File: config.mk
export PLATFORM = sky130hd
export DESIGN_NAME = ctrl_pipeline_elastic_flat
export DESIGN_NICKNAME = d
export VERILOG_FILES = /design/src/rtl/ctrl_pipeline_elastic_if.sv /design/src/rtl/ctrl_pipeline_elastic.sv /design/src/flat_wrapper.sv
export SDC_FILE = /design/constraint.sdc
export NUM_CORES = 1
export LEC_CHECK = 0
export CAP_MARGIN = 20
export CORE_MARGIN = 1.5
export CORE_UTILIZATION = 50
export DETAILED_ROUTE_END_ITERATION = 8
export DONT_BUFFER_PORTS = 1
export GPL_TIMING_DRIVEN = 1
export PLACE_DENSITY_LB_ADDON = 0.08
export SYNTH_ARGS = -nofsm -noshare
export SYNTH_HDL_FRONTEND = slang
export SYNTH_SLANG_ARGS = --single-unit
File: constraint.sdc
create_clock -name clk -period 3.6 [get_ports clk]
set_clock_uncertainty 0.2 [all_clocks]
set_input_delay 0.36 -clock clk [delete_from_list [all_inputs] [get_ports clk]]
set_output_delay 0.36 -clock clk [all_outputs]
set_load 0.01 [all_outputs]
File: src/rtl/ctrl_pipeline_elastic_if.sv
// ----------------------------------------------------------------------------
// ctrl_pipeline_elastic_if
//   Handshake and data bundle for the elastic control pipeline that travels
//   alongside the AES round datapath.
//
//   Signals (spec names kept):
//     vin, tin, din   upstream valid / type tag / data word  (source -> pipe)
//     rdy_in          pipeline can accept this cycle          (pipe -> source)
//     flush           synchronous flush of all entries        (source -> pipe)
//     rdy_out         downstream ready                        (sink -> pipe)
//     vout,tout,dout  output valid / type tag / data word     (pipe -> sink)
//     occ             number of valid stages                  (pipe -> all)
//     perr            parity error pulse (CTRL_PIPE_PARITY_EN builds only)
//
//   Modports: master = environment driving the pipeline, slave = the pipeline.
//   Optional macro: CTRL_PIPE_PARITY_EN adds the perr signal.
// ----------------------------------------------------------------------------
`default_nettype none

interface ctrl_pipeline_elastic_if #(
  parameter int DEPTH = 10,
  parameter int DW    = 128,
  parameter int TW    = 1,
  localparam int CW   = $clog2(DEPTH + 1)
);

  logic          vin;
  logic [TW-1:0] tin;
  logic [DW-1:0] din;
  logic          rdy_in;
  logic          flush;
  logic          rdy_out;
  logic          vout;
  logic [TW-1:0] tout;
  logic [DW-1:0] dout;
  logic [CW-1:0] occ;
`ifdef CTRL_PIPE_PARITY_EN
  logic          perr;

  modport master (
    output vin, tin, din, flush, rdy_out,
    input  rdy_in, vout, tout, dout, occ, perr
  );

  modport slave (
    input  vin, tin, din, flush, rdy_out,
    output rdy_in, vout, tout, dout, occ, perr
  );
`else
  modport master (
    output vin, tin, din, flush, rdy_out,
    input  rdy_in, vout, tout, dout, occ
  );

  modport slave (
    input  vin, tin, din, flush, rdy_out,
    output rdy_in, vout, tout, dout, occ
  );
`endif

endinterface

`default_nettype wire

File: src/rtl/ctrl_pipeline_elastic.sv
// ----------------------------------------------------------------------------
// ctrl_pipeline_elastic
//   Parametrised elastic delay line carrying {valid, type tag, data word}
//   next to the AES round pipeline. DEPTH register stages give a zero-stall
//   latency of DEPTH cycles. Downstream backpressure stalls only contiguous
//   valid stages, so bubbles collapse toward the output. A synchronous flush
//   drops every in-flight entry, and a registered occupancy count tracks how
//   many stages hold live blocks.
//
//   Ports:
//     clk   rising-edge clock
//     rst   asynchronous, active-low reset
//     bus   ctrl_pipeline_elastic_if.slave (vin/tin/din/rdy_in, flush,
//           rdy_out/vout/tout/dout, occ, and perr when parity is enabled)
//
//   Parameters: DEPTH (>=1), DW data width, TW tag width, CW derived.
//   Optional macro: CTRL_PIPE_PARITY_EN -- each stage carries XOR(tag,data)
//   computed at stage 0; perr pulses one cycle after an output transfer
//   whose recomputed parity disagrees with the carried bit.
// ----------------------------------------------------------------------------
`default_nettype none

module ctrl_pipeline_elastic #(
  parameter int DEPTH = 10,
  parameter int DW    = 128,
  parameter int TW    = 1,
  localparam int CW   = $clog2(DEPTH + 1)
) (
  input  logic                     clk,
  input  logic                     rst,
  ctrl_pipeline_elastic_if.slave   bus
);

  // Stage 0 is the input side, stage DEPTH-1 drives the outputs.
  logic [DEPTH-1:0]          v_q, v_d;
  logic [DEPTH-1:0][TW-1:0]  t_q, t_d;
  logic [DEPTH-1:0][DW-1:0]  d_q, d_d;
  logic [CW-1:0]             occ_q, occ_d;
  logic [DEPTH-1:0]          en;
  logic                      accept;
  logic                      xfer;
`ifdef CTRL_PIPE_PARITY_EN
  logic [DEPTH-1:0]          p_q, p_d;
  logic                      perr_q, perr_d;
`endif

  // A stage may advance when it is empty or the stage ahead advances; the
  // chain starts at the output with downstream ready. A stall therefore only
  // reaches back through an unbroken run of valid stages.
  always_comb begin : enable_chain
    logic nxt;
    en  = '0;
    nxt = bus.rdy_out;
    for (int k = DEPTH - 1; k >= 0; k--) begin
      nxt   = ~v_q[k] | nxt;
      en[k] = nxt;
    end
  end

  // The flush-cycle input is dropped even when rdy_in is high.
  assign accept = bus.vin & en[0] & ~bus.flush;
  assign xfer   = v_q[DEPTH-1] & bus.rdy_out;

  // NOTE: every signal driven here gets its hold value first, so no path
  // through the block leaves it unassigned and no latch is inferred.
  always_comb begin : next_state
    v_d = v_q;
    t_d = t_q;
    d_d = d_q;

    // Tag/data load whenever the stage advances, valid or not; contents of
    // an invalid stage are don't-care.
    if (en[0]) begin
      v_d[0] = bus.vin;
      t_d[0] = bus.tin;
      d_d[0] = bus.din;
    end
    for (int k = 1; k < DEPTH; k++) begin
      if (en[k]) begin
        v_d[k] = v_q[k-1];
        t_d[k] = t_q[k-1];
        d_d[k] = d_q[k-1];
      end
    end

    // Flush wins over every other update; an output transfer in the same
    // cycle has already been presented to the sink and still completes.
    if (bus.flush) begin
      v_d   = '0;
      occ_d = '0;
    end else begin
      occ_d = occ_q + CW'(accept) - CW'(xfer);
    end
  end

`ifdef CTRL_PIPE_PARITY_EN
  always_comb begin : parity_next
    p_d = p_q;
    if (en[0]) begin
      p_d[0] = ^{bus.tin, bus.din};
    end
    for (int k = 1; k < DEPTH; k++) begin
      if (en[k]) begin
        p_d[k] = p_q[k-1];
      end
    end
    if (bus.flush) begin
      p_d = '0;
    end
    perr_d = xfer & ((^{t_q[DEPTH-1], d_q[DEPTH-1]}) != p_q[DEPTH-1]);
  end
`endif

  // NOTE: state registers use non-blocking assignments so every stage
  // samples its neighbour's pre-edge value and the shift is order-free.
  // NOTE: the tag/data arrays are reset as well, because the outputs are
  // required to read zero out of reset and after an asynchronous abort.
  always_ff @(posedge clk or negedge rst) begin
    if (!rst) begin
      v_q    <= '0;
      t_q    <= '0;
      d_q    <= '0;
      occ_q  <= '0;
`ifdef CTRL_PIPE_PARITY_EN
      p_q    <= '0;
      perr_q <= 1'b0;
`endif
    end else begin
      v_q    <= v_d;
      t_q    <= t_d;
      d_q    <= d_d;
      occ_q  <= occ_d;
`ifdef CTRL_PIPE_PARITY_EN
      p_q    <= p_d;
      perr_q <= perr_d;
`endif
    end
  end

  assign bus.rdy_in = en[0];
  assign bus.vout   = v_q[DEPTH-1];
  assign bus.tout   = t_q[DEPTH-1];
  assign bus.dout   = d_q[DEPTH-1];
  assign bus.occ    = occ_q;
`ifdef CTRL_PIPE_PARITY_EN
  assign bus.perr   = perr_q;
`endif

endmodule

`default_nettype wire

File: src/flat_wrapper.sv
// flat-port wrapper written by rule: the top's interface ports become plain ports
module ctrl_pipeline_elastic_flat 
#(
  parameter int DEPTH = 10,
  parameter int DW    = 128,
  parameter int TW    = 1,
  localparam int CW   = $clog2(DEPTH + 1)
)
  (clk, rst, bus_vin, bus_tin, bus_din, bus_flush, bus_rdy_out, bus_rdy_in, bus_vout, bus_tout, bus_dout, bus_occ);
  ctrl_pipeline_elastic_if #(.DEPTH(DEPTH), .DW(DW), .TW(TW)) bus_i ();
  input  logic clk;
  input  logic rst;
  input wire logic [$bits(bus_i.vin)-1:0] bus_vin;
  input wire logic [$bits(bus_i.tin)-1:0] bus_tin;
  input wire logic [$bits(bus_i.din)-1:0] bus_din;
  input wire logic [$bits(bus_i.flush)-1:0] bus_flush;
  input wire logic [$bits(bus_i.rdy_out)-1:0] bus_rdy_out;
  output wire logic [$bits(bus_i.rdy_in)-1:0] bus_rdy_in;
  output wire logic [$bits(bus_i.vout)-1:0] bus_vout;
  output wire logic [$bits(bus_i.tout)-1:0] bus_tout;
  output wire logic [$bits(bus_i.dout)-1:0] bus_dout;
  output wire logic [$bits(bus_i.occ)-1:0] bus_occ;
  assign bus_i.vin = bus_vin;
  assign bus_i.tin = bus_tin;
  assign bus_i.din = bus_din;
  assign bus_i.flush = bus_flush;
  assign bus_i.rdy_out = bus_rdy_out;
  assign bus_rdy_in = bus_i.rdy_in;
  assign bus_vout = bus_i.vout;
  assign bus_tout = bus_i.tout;
  assign bus_dout = bus_i.dout;
  assign bus_occ = bus_i.occ;
  ctrl_pipeline_elastic #(.DEPTH(DEPTH), .DW(DW), .TW(TW)) u_core (.clk(clk), .rst(rst), .bus(bus_i));
endmodule
# Word level (Yosys, flattened, before mapping)
# Cells that the tools add are included.
# word_totals
regBits	1304
in_bits	134
output_inout_bits	135
wordCells	79
# classes
addsub	2
muxes	12
bitwise_logic	24
n_reduce_logical	10
# ops
op	count
2-bit nonzero test	10
1-bit inverter	11
1-bit two-way mux	10
10-bit two-way mux	1
1-bit bitwise OR	10
4-bit by 1-bit adder with 4-bit output	1
4-bit two-way mux	1
4-bit by 1-bit subtractor with 4-bit output	1
1-bit bitwise AND	3

# Depth between registers and ports, before layout
# Gate-level depths: netlist of run 1.
# logic_depth
ltp_word	16
mapped_depth	10
mapped_depth_nobuf	7

# Worst setup path after synthesis of run 1
# Ideal clock, no wire load.
# synth_path
path_type	flip-flop to flip-flop
from	register u_core.v_q[9]
to	register u_core.occ_q[3], in the netlist u_core.bus.occ[3]
setup_ps	83
arrival_ps	2287
slack_ps	1031
stages_incl_launch_ff	11
path_buffers	3
period_less_slack_ps	2569
path_cell_list	dfrtp_1 > and4b_1 > buf_2 > nand4_2 > buf_2 > buf_2 > nor3b_1 > ha_1 > a21o_1 > a2111o_1 > o21ai_0
# synth_between
elab_chain_len	16
# synth_rtl
element	line	rtl
start: declaration	ctrl_pipeline_elastic.sv:35	logic [DEPTH-1:0] v_q, v_d;
start signal: assignment	ctrl_pipeline_elastic.sv:129	v_q <= v_d;
1-bit inverter	ctrl_pipeline_elastic.sv:55	nxt = ~v_q[k] | nxt;
1-bit bitwise OR (10 in series)	ctrl_pipeline_elastic.sv:55	
1-bit bitwise AND (2 in series)	ctrl_pipeline_elastic.sv:61	assign accept = bus.vin & en[0] & ~bus.flush;
4-bit by 1-bit adder with 4-bit output	ctrl_pipeline_elastic.sv:92	occ_d = occ_q + CW'(accept) - CW'(xfer);
4-bit by 1-bit subtractor with 4-bit output *	ctrl_pipeline_elastic.sv:92	
4-bit two-way mux *	ctrl_pipeline_elastic.sv:88	if (bus.flush) begin
via u_core.occ_d[3]	ctrl_pipeline_elastic.sv:38	logic [CW-1:0] occ_q, occ_d;
end signal: assignment	ctrl_pipeline_elastic.sv:123	occ_q <= '0;
end signal: assignment	ctrl_pipeline_elastic.sv:132	occ_q <= occ_d;
end: declaration	ctrl_pipeline_elastic.sv:38	
# The timed path passes the listed nets; every way through them passes the cells marked *.
# A chain may end at the register's enable or synchronous reset.

==> results of run 1 <==
worst max-delay path: stages:
cell	delay, ps
buf_16	700
buf_16	650
buf_16	640
buf_16	630
area by class of cell:
type | count | area [um2] | share of cell area [%]
flip-flops and latches | 1304 | 32600 | 58.5
diodes | 7 | 17.5 | 0.0314
inverters | 11 | 41.3 | 0.0741
repair buffers | 170 | 1960 | 3.51
well taps | 1276 | 1600 | 2.86
multi-input cells | 1593 | 14900 | 26.7
clock buffers | 212 | 4250 | 7.63
clock inverters | 28 | 355 | 0.637
cells by family (layout without fill, tap and decap cells):
| group | count (synthesis) | in the layout |
|---|---|---|
| AOI/OAI and AO/OA | 12 | 12 |
| muxes | 1161 | 1161 |
| adders and majority gates | 5 | 5 |
| DFF | 1304 | 1304 |
| and+or+nand+nor | 413 | 413 |
| xor gates and xnor gates | 2 | 2 |
| buffers and inverters | 298 | 421 |
| other | 0 | 7 |
power by group:
| part | switching (mW) | internal, mW | total, mW |
|---|---|---|---|
| clock network | 5.53 | 8.61 | 14.1 |
| registers | 0.451 | 15.4 | 15.9 |
| logic | 0.487 | 0.595 | 1.08 |
| total | 6.47 | 24.6 | 31.1 |
stage by stage:
| step | utilization [%] | cells | setup slack (ps) | area [um2] |
|---|---|---|---|---|
| 2_1_floorplan | - | 3195 | 1030 | 49300 |
| 3_3_place_gp | 51.1 | 4215 | 924 | 49600 |
| 3_5_place_dp | 51.1 | 4216 | 889 | 49600 |
| 4_1_cts | 57.2 | 4588 | 492 | 55600 |
| 5_1_grt | 57.4 | 4599 | 106 | 55800 |
| 6_report | 57.4 | 4601 | 515 | 55800 |
metal layers:
layer	wire [um]	share of wire, %	track usage, %
met5	72	0.080	0
met4	2520	2.8	7.13
met3	3400	3.8	3.80
met2	43100	48	29.7
met1	40400	45	24.9
what timing repair did:
action	4_1_cts	5_1_grt
setup buffers	0	0
endpoints found under the hold margin	1566	362
resized for setup	0	0
layout by cell type (no fill, tap or decap), types with 2 or more instances in the layout:
cell	count
dfrtp_1	1304
mux2_2	913
nand2_1	387
mux2_1	248
clkbuf_16	147
dlygate4sd3_1	132
clkbuf_8	33
clkbuf_1	32
buf_12	17
clkinv_2	14
buf_4	14
inv_1	11
a21oi_1	9
diode_2	7
nor2_1	7
bufinv_16	7
buf_16	7
ha_1	4
inv_6	4
nand2_4	2
nand3_4	2
nand4_1	2
and2_1	2
nor2b_1	2
clkinv_8	2
worst max-delay path by stage:
stage,slack (ps),endpoint,depth (start not counted),from
floorplan,1030,u_core.bus.occ[3]$_DFF_PN0_,10,u_core.v_q[9]$_DFFE_PN0P_
global placement,920,u_core.d_q[724]$_DFFE_PN0P_,4,u_core.v_q[9]$_DFFE_PN0P_
detailed placement,890,u_core.d_q[743]$_DFFE_PN0P_,4,u_core.v_q[9]$_DFFE_PN0P_
CTS,490,bus_rdy_in,3,u_core.v_q[9]$_DFFE_PN0P_
global route,110,u_core.d_q[1100]$_DFFE_PN0P_,4,rst
finish,520,u_core.d_q[315]$_DFFE_PN0P_,4,rst
registers in the layout, indices dropped and copies added (netlist names):
signal           count
u_core.v_q          10
u_core.bus.dout    128
u_core.bus.occ       4
u_core.d_q        1152
u_core.bus.tout      1
u_core.t_q           9
==> qor.txt, run 1 <==
status: finished, violations left
failing checks: hold timing
core area: 0.0971 mm2
yosys warns: 0
VDD IR max: 0.000399 V
via/cell ratio: 5.26
Static Leak: 24.4 nW
number of synthesized flops with an enable pin: 0
Fin. Hold Viols: 362
Final Max Slew Viols: 0
worst reg2reg setup slack: 940 ps
Slew headroom: 31.5%
Tmin final: 3080 ps
Die Height: 317 um
DP Wirelength: 52.1 mm
final setup vio count: 0
Fin Hold WS: -859 ps
CP max FO: 212
asr flop ratio synth: 100%
largest family of logic cells by synthesized area: multiplexers
Root Driver: clkbuf_16
Clock transition at path regs: 60 ps
Mapped Cells: 3195
Setup Total Neg Slack: 0 ps
first-pass GRT wire length: 146 mm
Post-Syn Area: 0.0493 mm2
R2R depth: 4
nets: 3357
layout cells sized above 1: 35.2%
Fmax: 324 MHz
die area: 0.100 mm2
starting density of the core: 50.7%
DR vias: 24182
I/O Buffers: 0
fin crit share: 85.7%
Layout area overhead: 13.2%
part of the Yosys area used for sequential elements: 66.2%
pin count of the biggest net entering global routing: 1305
Pwr Total: 31.1 mW
worst hold path class: in2async
DRC viols: 0
register bit total from synthesis: 1304
Total Routing Usage GR: 18.5%
Synth Area in Compound Gates: 0.140%
initial antenna violation count: 13
Clock Latency Late Sink: 730 ps
arrival time worst endpoint: 3600 ps
Reg2Reg Capture Point: u_core.d_q[722]$_DFFE_PN0P_
drt first-iter violations: 1220
H-tree level count: 4
syn avg cell area: 15.4 um2
critical path type: in2async
Final ANT Viol Nets: 0
adder-cell area share of the yosys netlist: 0.142%
total CTS buffers: 138
share of the synthesized area in the top cell type: 66.2%
cell accounting for the most synthesized area: dfrtp_1
MaxCap Viol Count: 0
Distinct cells, synth: 27
CP required: 4110 ps
Hold Buf Count CTS: 132
xor/xnor share of the synthesized area: 0.0356%
mux cell area share after synthesis: 26.5%
top post-synthesis cells by count: dfrtp_1 (1304), mux2_2 (913), nand2_1 (389), mux2_1 (248), buf_4 (147)
post-detailed-routing wire length: 89.5 mm
vias in the first global route: 26129
GRT overflow: 0
DR WL/cell: 19.5 um
synth top area cells: dfrtp_1 (66%), mux2_2 (21%), mux2_1 (5.7%)
unrepaired setup endpoints after global routing: false
CTS max path bufs: 3
reg-to-reg critical path startpoint: u_core.v_q[9]$_DFFE_PN0P_
Sink Count: 1304
Placer Congestion: 0.767
actual slew at the worst max-slew pin: 1030 ps
syn nets: 3334
most common cell in the netlist: dfrtp_1
CTS tree: yes
Fillers: 7555
Critical Path End Type: asynchronous set/reset pin
simple logic cell fraction of the synthesized area: 3.25%
num rows: 114
CP Launch Type: input port
commonest register cell after synthesis: dfrtp_1
die width: 317 um
I/O pin cnt: 269
drt pass-1 iters: 6
cell area power density: 557 mW/mm2
(Power assumes the default switching activity.)
==> run 2, diff against run 1 <==
- GPL_TIMING_DRIVEN: 1 -> default
==> results of run 2 <==
Same layout as run 1: the final DEF is identical, and so are final timing and power.
